===== config.mk =====
export PLATFORM = sky130hd
export DESIGN_NAME = spi_txn_scheduler
export DESIGN_NICKNAME = d
export VERILOG_FILES = /design/src/rtl/spi_txn_scheduler.sv
export SDC_FILE = /design/constraint.sdc
export NUM_CORES = 1
export LEC_CHECK = 0
export ABC_AREA = 1
export CORE_UTILIZATION = 50
export CTS_CLUSTER_DIAMETER = 80
export DETAILED_ROUTE_END_ITERATION = 7
export GPL_TIMING_DRIVEN = 0
export PLACE_DENSITY = 0.78
export SLEW_MARGIN = 30
export SYNTH_ARGS = -nofsm -noshare
export SYNTH_HDL_FRONTEND = slang
export SYNTH_SLANG_ARGS = --single-unit

===== constraint.sdc =====
create_clock -name clk -period 1.8 [get_ports clk]
set_input_delay 0.36 -clock clk [delete_from_list [all_inputs] [get_ports clk]]
set_output_delay 0.36 -clock clk [all_outputs]
set_load 0.02 [all_outputs]

===== src/rtl/spi_txn_scheduler.sv =====
// spi_txn_scheduler
//
// Queues single-byte SPI commands and runs them one at a time against an
// SPI top that exposes start / slaveselect / master_data and reports
// completion through spi_done (high while every chip select is idle).
// Each command produces exactly one response, in command order.
//
// Ports
//   clk, reset                  rising-edge clock, synchronous active-high reset
//   cmd_valid/cmd_ready         command handshake (cmd_ready = FIFO not full)
//   cmd_ss, cmd_data            target slave (3 = invalid) and byte to send
//   rsp_valid/rsp_ready         response handshake
//   rsp_ss, rsp_data, rsp_err   slave, received byte, invalid-slave/timeout flag
//   spi_start                   one-cycle launch pulse to the SPI top
//   spi_slaveselect             slave index held for the whole transfer
//   spi_master_data             byte held for the whole transfer
//   spi_done, spi_master_rx     SPI top idle indication and received byte
//   busy                        transaction engine not idle
//   fifo_count                  command FIFO occupancy

module spi_txn_scheduler #(
   parameter int unsigned FIFO_DEPTH     = 4,
   parameter int unsigned TIMEOUT_CYCLES = 1024
) (
   input  logic                            clk,
   input  logic                            reset,
   input  logic                            cmd_valid,
   output logic                            cmd_ready,
   input  logic [1:0]                      cmd_ss,
   input  logic [7:0]                      cmd_data,
   output logic                            rsp_valid,
   input  logic                            rsp_ready,
   output logic [1:0]                      rsp_ss,
   output logic [7:0]                      rsp_data,
   output logic                            rsp_err,
   output logic                            spi_start,
   output logic [1:0]                      spi_slaveselect,
   output logic [7:0]                      spi_master_data,
   input  logic                            spi_done,
   input  logic [7:0]                      spi_master_rx,
   output logic                            busy,
   output logic [$clog2(FIFO_DEPTH+1)-1:0] fifo_count
);

   localparam int unsigned PtrW = $clog2(FIFO_DEPTH);
   localparam int unsigned CntW = $clog2(FIFO_DEPTH + 1);
   localparam int unsigned TmoW = $clog2(TIMEOUT_CYCLES + 1);

   localparam logic [CntW-1:0] FifoFull    = CntW'(FIFO_DEPTH);
   localparam logic [TmoW-1:0] TimeoutLast = TmoW'(TIMEOUT_CYCLES - 1);
   localparam logic [1:0]      SsInvalid   = 2'd3;

   typedef enum logic [2:0] {
      StIdle,
      StLaunch,
      StWaitBusy,
      StWaitDone,
      StResp
   } state_e;

   // ------------------------------------------------------------------
   // Command FIFO
   // ------------------------------------------------------------------
   logic [1:0]      ss_mem   [FIFO_DEPTH];
   logic [7:0]      data_mem [FIFO_DEPTH];
   logic [PtrW-1:0] wr_ptr_q;
   logic [PtrW-1:0] rd_ptr_q;
   logic [CntW-1:0] count_q;

   state_e          state_q;
   logic [TmoW-1:0] tmo_cnt_q;

   logic            push;
   logic            pop;
   logic [1:0]      head_ss;
   logic [7:0]      head_data;

   assign cmd_ready  = (count_q != FifoFull);
   assign push       = cmd_valid & cmd_ready;
   // The head is only taken when the engine is idle and the SPI top is idle too.
   assign pop        = (state_q == StIdle) && (count_q != '0) && spi_done;
   assign head_ss    = ss_mem[rd_ptr_q];
   assign head_data  = data_mem[rd_ptr_q];
   assign fifo_count = count_q;
   assign busy       = (state_q != StIdle);

   // Storage needs no reset: occupancy alone decides which entries are live.
   always_ff @(posedge clk) begin
      if (push) begin
         ss_mem[wr_ptr_q]   <= cmd_ss;
         data_mem[wr_ptr_q] <= cmd_data;
      end
   end

   // Depth is a power of two, so the pointers wrap by plain overflow.
   always_ff @(posedge clk) begin
      if (reset) begin
         wr_ptr_q <= '0;
         rd_ptr_q <= '0;
         count_q  <= '0;
      end else begin
         if (push) begin
            wr_ptr_q <= wr_ptr_q + PtrW'(1);
         end
         if (pop) begin
            rd_ptr_q <= rd_ptr_q + PtrW'(1);
         end
         case ({push, pop})
            2'b10:   count_q <= count_q + CntW'(1);
            2'b01:   count_q <= count_q - CntW'(1);
            default: count_q <= count_q;
         endcase
      end
   end

   // ------------------------------------------------------------------
   // Transaction engine: state plus every registered output
   // ------------------------------------------------------------------
   always_ff @(posedge clk) begin
      if (reset) begin
         state_q         <= StIdle;
         tmo_cnt_q       <= '0;
         spi_start       <= 1'b0;
         spi_slaveselect <= 2'd0;
         spi_master_data <= 8'h00;
         rsp_valid       <= 1'b0;
         rsp_ss          <= 2'd0;
         rsp_data        <= 8'h00;
         rsp_err         <= 1'b0;
      end else begin
         unique case (state_q)
            StIdle: begin
               if (pop) begin
                  if (head_ss == SsInvalid) begin
                     // Never reaches the SPI top; answered with an error directly.
                     rsp_valid <= 1'b1;
                     rsp_ss    <= head_ss;
                     rsp_data  <= 8'h00;
                     rsp_err   <= 1'b1;
                     state_q   <= StResp;
                  end else begin
                     // The SPI-side outputs double as the latched command.
                     spi_slaveselect <= head_ss;
                     spi_master_data <= head_data;
                     spi_start       <= 1'b1;
                     state_q         <= StLaunch;
                  end
               end
            end

            StLaunch: begin
               spi_start <= 1'b0;
               tmo_cnt_q <= '0;
               state_q   <= StWaitBusy;
            end

            // Waiting for the SPI top to leave idle.
            StWaitBusy: begin
               if (!spi_done) begin
                  tmo_cnt_q <= '0;
                  state_q   <= StWaitDone;
               end else if (tmo_cnt_q == TimeoutLast) begin
                  rsp_valid <= 1'b1;
                  rsp_ss    <= spi_slaveselect;
                  rsp_data  <= 8'h00;
                  rsp_err   <= 1'b1;
                  state_q   <= StResp;
               end else begin
                  tmo_cnt_q <= tmo_cnt_q + TmoW'(1);
               end
            end

            // Waiting for the SPI top to return to idle; rx is valid on that edge.
            StWaitDone: begin
               if (spi_done) begin
                  rsp_valid <= 1'b1;
                  rsp_ss    <= spi_slaveselect;
                  rsp_data  <= spi_master_rx;
                  rsp_err   <= 1'b0;
                  state_q   <= StResp;
               end else if (tmo_cnt_q == TimeoutLast) begin
                  rsp_valid <= 1'b1;
                  rsp_ss    <= spi_slaveselect;
                  rsp_data  <= 8'h00;
                  rsp_err   <= 1'b1;
                  state_q   <= StResp;
               end else begin
                  tmo_cnt_q <= tmo_cnt_q + TmoW'(1);
               end
            end

            // Response fields stay frozen until accepted.
            StResp: begin
               if (rsp_ready) begin
                  rsp_valid <= 1'b0;
                  state_q   <= StIdle;
               end
            end

            default: begin
               state_q <= StIdle;
            end
         endcase
      end
   end

endmodule


==> results of run 1 <==
routing by layer:
metal | part of all wire, % | global-route usage [%] | vias up
met2 | 51 | 39.0 | 98
met5 | 0 | 0 | -
li1 | - | - | 1686
met1 | 42 | 25.4 | 1537
met4 | 1.9 | 8.33 | 0
met3 | 6.0 | 5.78 | 15
worst reg2reg max path: cells and delay by family, from the launching register on:
kind	cells	cell delay [ps]
AOI/OAI and AO/OA	4	420
adders and majority gates	2	530
buffers and inverters	2	90
DFF	1	370
and+or+nand+nor	3	300
flip-flops by register name (all words and copies together), names as in the netlist, named ones only:
register	count
data_mem	32
tmo_cnt_q	11
rsp_data	8
spi_master_data	8
ss_mem	8
fifo_count	3
state_q	3
rd_ptr_q	2
rsp_ss	2
spi_slaveselect	2
wr_ptr_q	2
rsp_err	1
rsp_valid	1
spi_start	1
worst max path at each step:
stage                   from             to  slack, ps
2_1_floorplan     state_q[1]  fifo_count[2]         -3
5_1_grt        fifo_count[1]  fifo_count[2]        -80
4_1_cts        fifo_count[2]  fifo_count[2]        -30
6_report       fifo_count[1]  fifo_count[2]         20
3_5_place_dp        spi_done  fifo_count[2]       -650
3_3_place_gp        spi_done  fifo_count[1]       -570
cell type report:
type,count,area [um^2]
Buffer,13,68.8
Clock buffer,10,128
Clock inverter,6,50.0
Fill cell,639,2720
Inverter,55,216
Multi-Input combinational cell,318,1660
Sequential cell,86,2140
Tap cell,102,128
Timing Repair Buffer,61,582
cell usage after synthesis (2+ instances only):
cell,n
nand3_1,49
inv_2,6
clkbuf_1,8
nand2_1,94
nand2_2,3
o32ai_1,8
edfxtp_1,40
inv_1,48
nor2_1,83
nand2_4,6
nor2_4,3
nor3_1,2
dfxtp_1,46
a21oi_1,23
ha_1,6
buf_2,4
o21ai_0,25
nand4_1,3
repair_timing:
item	in CTS	in global routing
pin swaps	2	8
endpoints found under the setup margin	42	21
resized for setup	10	23
buffers inserted	4	7
cloned	0	0
hold buffers	0	0
through the flow:
step	setup WS [ps]	util (%)	area [um^2]	instances
6_report	20.1	64.6	4970	651
5_1_grt	-75.9	64.6	4970	651
4_1_cts	-25.1	63.1	4850	644
3_5_place_dp	-651	60.3	4630	624
3_3_place_gp	-567	60.3	4630	624
2_1_floorplan	-3.23	-	4000	472
cells by family after synthesis:
logic type | Yosys count | share of synthesized area (%)
and+or+nand+nor | 249 | 28.3
AOI/OAI and AO/OA | 60 | 8.62
xor gates and xnor gates | 2 | 0.442
DFF | 86 | 53.5
buffers and inverters | 68 | 6.75
adders and majority gates | 7 | 2.40
power groups by stage:
| stage | combinational, W | sequential (W) | clock, W |
|---|---|---|---|
| 4_1_cts | 0.00286 | 0.00258 | 0.00127 |
| 3_3_place_gp | 0.00271 | 0.00262 | 0 |
| 3_5_place_dp | 0.00278 | 0.00263 | 0 |
| 6_report | 0.00306 | 0.00258 | 0.00125 |
| 5_1_grt | 0.00336 | 0.00262 | 0.00135 |
| 2_1_floorplan | 0.00171 | 0.00280 | 0 |
==> results.py, run 1 <==
metrics = {
    "yosys": {
        "syn_nets": 502,
        "ys.warnings.count": 0,
        "synth_edf_count": 40,
        "synth_seq_area_share_pct": 53.5,
        "yosys-top-cells-area": "edfxtp_1 30%, dfxtp_1 23%, nand2_1 8.9%",
        "netlist.area_leader.share_pct": 30.3,
        "syn_avg_cell_area_um2": 8.40,
        "postSynthCellCount": 472,
        "synth_top_area_cell": "edfxtp_1",
        "synthFlopType": "dfxtp_1",
        "yosys_register_bits": 86,
        "async_flop_share_pct": 0,
        "syn_area_um2": 3970,
        "ys_types": 33,
    },
    "finish": {
        "nets": 574,
        "drive_above_1_share_pct": 14.8,
        "layout_common_cells": "92 x nand2_1, 78 x nor2_1, 46 x nand3_1, 46 x clkdlybuf4s50_1, 44 x inv_1",
        "layout_commonest_cell": "nand2_1",
        "area_growth_pct": 25.2,
        "diodes": 0,
    },
    "power": {
        "ir_worst_vdd_mv": 0.747,
        "p_total_w": 0.00688,
        "power.density_nw_per_um2": 1390,
        "leakage_nw": 2.00,
        "intPower_w": 0.00411,
        "p_sw_w": 0.00277,
        "swShare_pct": 40.3,
        "seq_power_share_pct": 37.5,
        "combPwrFrac_pct": 44.5,
        "clkPwrFrac_pct": 18.1,
    },
    "hold_path": {
        "min_from": "rsp_err",
        "holdPathStages": 2,
        "hold_path.class": "reg -> reg",
        "holdPathEnd": "rsp_err",
    },
    "critical_path": {
        "cp_max_fo": 3,
        "start_kind": "flip-flop",
        "worst_path_max_delay_cell": "dfxtp_4",
        "r2r-start": "fifo_count[1]",
        "path_delay_family": "adder cells",
        "rr_endpoint": "fifo_count[2]",
        "crit_path_end_kind": "flip-flop",
        "path_buf_inv": 2,
        "worst-setup-path-type": "reg -> reg",
        "rrSetupSlack_ps": 20,
        "crit_top_cell": "inv_4",
        "reg2reg_depth": 11,
        "path_depth": 11,
        "crit_arrival_ps": 2040,
        "required_ps": 2060,
        "path_cells": "inv_4, nand3_2, nand2_2, nor2_4, ha_4, inv_4, fa_2, a21oi_2, o21ai_2, o21ai_1, a21oi_1",
        "max_stage_delay_ps": 370,
    },
    "drt": {
        "vias": 3336,
        "postRouteAntennaNets": 0,
        "firstDrtPassIters": 4,
        "wl_um": 8690,
        "drcViolationCount": 0,
        "routedWlPerCell_um": 13.4,
        "via_per_inst": 5.12,
        "drt_iter0_drc": 117,
    },
    "sta": {
        "fmax_mhz": 562,
        "hold_ws_ps": 459,
        "skew_ps": 11.9,
        "finalSetupViolCount": 0,
        "tightest_slew_ps": 679,
        "min_period_over_period_pct": 98.9,
        "final-hold-violation-count": 0,
        "finalCriticalPeriod_ps": 1780,
        "slew_violations": 0,
        "tns_ps": 0,
        "slew_headroom_pct": 54.2,
        "rsz0062_at_grt": "true",
    },
    "clock_network": {
        "clock_path_buffers": 2,
        "path_clk_slew_ps": 90,
        "cts_made_buffers": 9,
        "clock-sinks": 86,
        "clk_latency_ps": 370,
        "htreeDepth": 3,
        "cts_tree": "yes",
        "cts_root_buf": "clkbuf_8",
    },
    "placed_design": {
        "io_buffers": 50,
        "hpwl_um": 6180,
        "gp_congestion": 0.901,
    },
    "global_route": {
        "grt_antenna_before_repair": 0,
        "grt_max_degree": 17,
        "grtUsageTotal_pct": 22.0,
        "grt_pass1_wl_um": 14100,
        "grt_pass1_vias": 3128,
        "overflow": 0,
    },
    "run": {
        "drv_cap": 0,
    },
    "floorplan": {
        "start_util_pct": 51.6,
        "die_w_um": 91.1,
        "io_pins": 51,
        "die-area_um2": 8290,
        "fp.dieH_um": 91.1,
        "core_um2": 7690,
        "fp-row-count": 32,
    },
    "status": {
        "status": "complete, no violations",
    },
}
No activity file was read; power rests on OpenSTA's default activity.
==> run 2, diff against run 1 <==
CORE_UTILIZATION = 45   (was 50)
PLACE_DENSITY = 0.72   (was 0.78)
==> run 2 against run 1 <==
The run now ends with setup timing left. Die area increased by 11%. Worst setup slack lost 36 ps. Non-clock buffer count grew 6. Final cell count increased by 1.4%. Largest cell class unchanged.
==> results.py, run 2 (synthesized netlist as in run 1, its figures left out) <==
metrics = {
    "clock_network": {
        "path_clk_slew_ps": 90,
        "cts_hold_buffers": 0,
        "htreeDepth": 3,
        "clock_path_buffers": 2,
        "clk_latency_ps": 350,
        "cts_made_buffers": 9,
        "cts_root_buf": "clkbuf_8",
        "cts_tree": "yes",
        "clock-sinks": 86,
    },
    "sta": {
        "hold_ws_ps": 447,
        "rsz0062_at_grt": "true",
        "min_period_over_period_pct": 101,
        "final-hold-violation-count": 0,
        "finalCriticalPeriod_ps": 1820,
        "slew_violations": 0,
        "fmax_mhz": 551,
        "setup_ws_ps": -15.4,
        "finalSetupViolCount": 2,
        "skew_ps": 9.62,
        "tightest_slew_ps": 691,
        "slew_headroom_pct": 53.9,
    },
    "floorplan": {
        "fp.dieH_um": 95.9,
        "die-area_um2": 9190,
        "die_w_um": 95.9,
        "io_pins": 51,
        "start_util_pct": 47.3,
        "core_um2": 8380,
        "fp-row-count": 33,
    },
    "critical_path": {
        "cp_max_fo": 4,
        "path_delay_family": "adder cells",
        "required_ps": 2030,
        "path_cells": "nor2_4, nand2_4, nor2_4, ha_4, inv_4, fa_2, nor2_2, a21oi_2, nor2_1",
        "path_buf_inv": 1,
        "crit_path_end_kind": "flip-flop",
        "worst_path_max_delay_cell": "fa_2",
        "crit_top_cell": "nor2_4",
        "crit_arrival_ps": 2050,
        "start_kind": "flip-flop",
        "max_stage_delay_ps": 550,
        "worst-setup-path-type": "reg -> reg",
        "rrSetupSlack_ps": -20,
    },
    "finish": {
        "regMostFlops": "data_mem",
        "final_util_pct": 60.6,
        "diodes": 0,
        "final_area_um2": 5080,
        "largest_reg_flops": 32,
        "area_growth_pct": 28.1,
        "layout_commonest_cell": "nand2_1",
        "drive_above_1_share_pct": 16.4,
        "top_regs": "data_mem x32, tmo_cnt_q x11",
        "nets": 580,
        "layout_common_cells": "92 x nand2_1, 76 x nor2_1, 46 x nand3_1",
    },
    "placed_design": {
        "io_buffers": 50,
        "place_area_um2": 4640,
        "gp_congestion": 0.868,
        "hpwl_um": 6470,
        "pre_cts_ws_ps": -625,
    },
    "power": {
        "power.density_nw_per_um2": 1440,
        "ir_worst_vdd_mv": 0.983,
        "leakage_nw": 2.06,
    },
    "drt": {
        "vias": 3462,
        "via_per_inst": 5.25,
        "drcViolationCount": 0,
        "wl_um": 9800,
        "firstDrtPassIters": 5,
        "drt_iter0_drc": 125,
        "postRouteAntennaNets": 0,
        "routedWlPerCell_um": 14.8,
    },
    "status": {
        "status": "complete, but fails checks",
        "violations": "setup timing",
    },
    "run": {
        "drv_cap": 0,
    },
    "global_route": {
        "grt_max_degree": 16,
        "grt_antenna_before_repair": 0,
        "grt_pass1_wl_um": 15200,
        "overflow": 0,
        "grt_pass1_vias": 3271,
        "grtUsageTotal_pct": 22.1,
    },
    "hold_path": {
        "hold_path.class": "reg -> reg",
    },
}
-- run 2: cell count changes in the layout (fill, tap and decap cells not counted), moves of 2 or more --
cell	previous run	this run
buf_4	12	17
inv_6	4	0
bufinv_16	0	2
clkinv_4	0	2
nor2_1	78	76
nor2_2	5	7
-- run 2: layout make-up --
type | instances | area, um^2
inverters | 55 | 223
clock buffers | 11 | 131
plain buffers | 13 | 68.8
repair buffers | 67 | 629
multi-input cells | 318 | 1670
well taps | 105 | 131
flip-flops and latches | 86 | 2140
clock inverters | 5 | 85.1
fillers | 726 | 3300
-- run 2: path summary, 6_finish.rpt --
check | startpoint | endpoint | cells past startpoint
setup / recovery | state_q[1] | fifo_count[1] | 9
hold / removal | rsp_err | rsp_err | 2
setup reg to reg | state_q[1] | fifo_count[1] | 9
hold reg to reg | rsp_err | rsp_err | 2
-- run 2: power by group --
group          leakage [nW]  switching [W]  total (W)  internal [W]
sequential            0.745       0.000209    0.00260       0.00239
combinational          1.21        0.00195    0.00324       0.00129
clock                 0.104       0.000693    0.00148      0.000788
-- run 2: what timing repair did --
action / 4_1_cts / 5_1_grt
pin swaps: 4 / 8
setup buffers: 6 / 11
setup endpoints to repair: 17 / 25
gates resized for setup: 11 / 28
-- run 2: tightest hold or removal path, cell delays in order (launching register included) --
cell and delay, ps:
dfxtp_1 310, inv_1 50, a21oi_1 50
-- run 2: per-layer routing --
metal	up-vias	part of all wire, %	track usage, %
met5	-	0	0
met4	0	1.2	5.22
met3	13	5.1	5.85
met2	93	50	39.8
met1	1649	43	26.2
li1	1707	-	-
-- run 2: through the flow --
step	setup TNS (ps)	std cells	power, W
final	-19.6	660	0.00732
after global routing	-132	660	0.00778
after CTS	0	649	0.00701
after detailed placement	-15770	627	0.00543
after global placement	-19670	627	0.00534
after floorplan	-3.23	472	0.00451
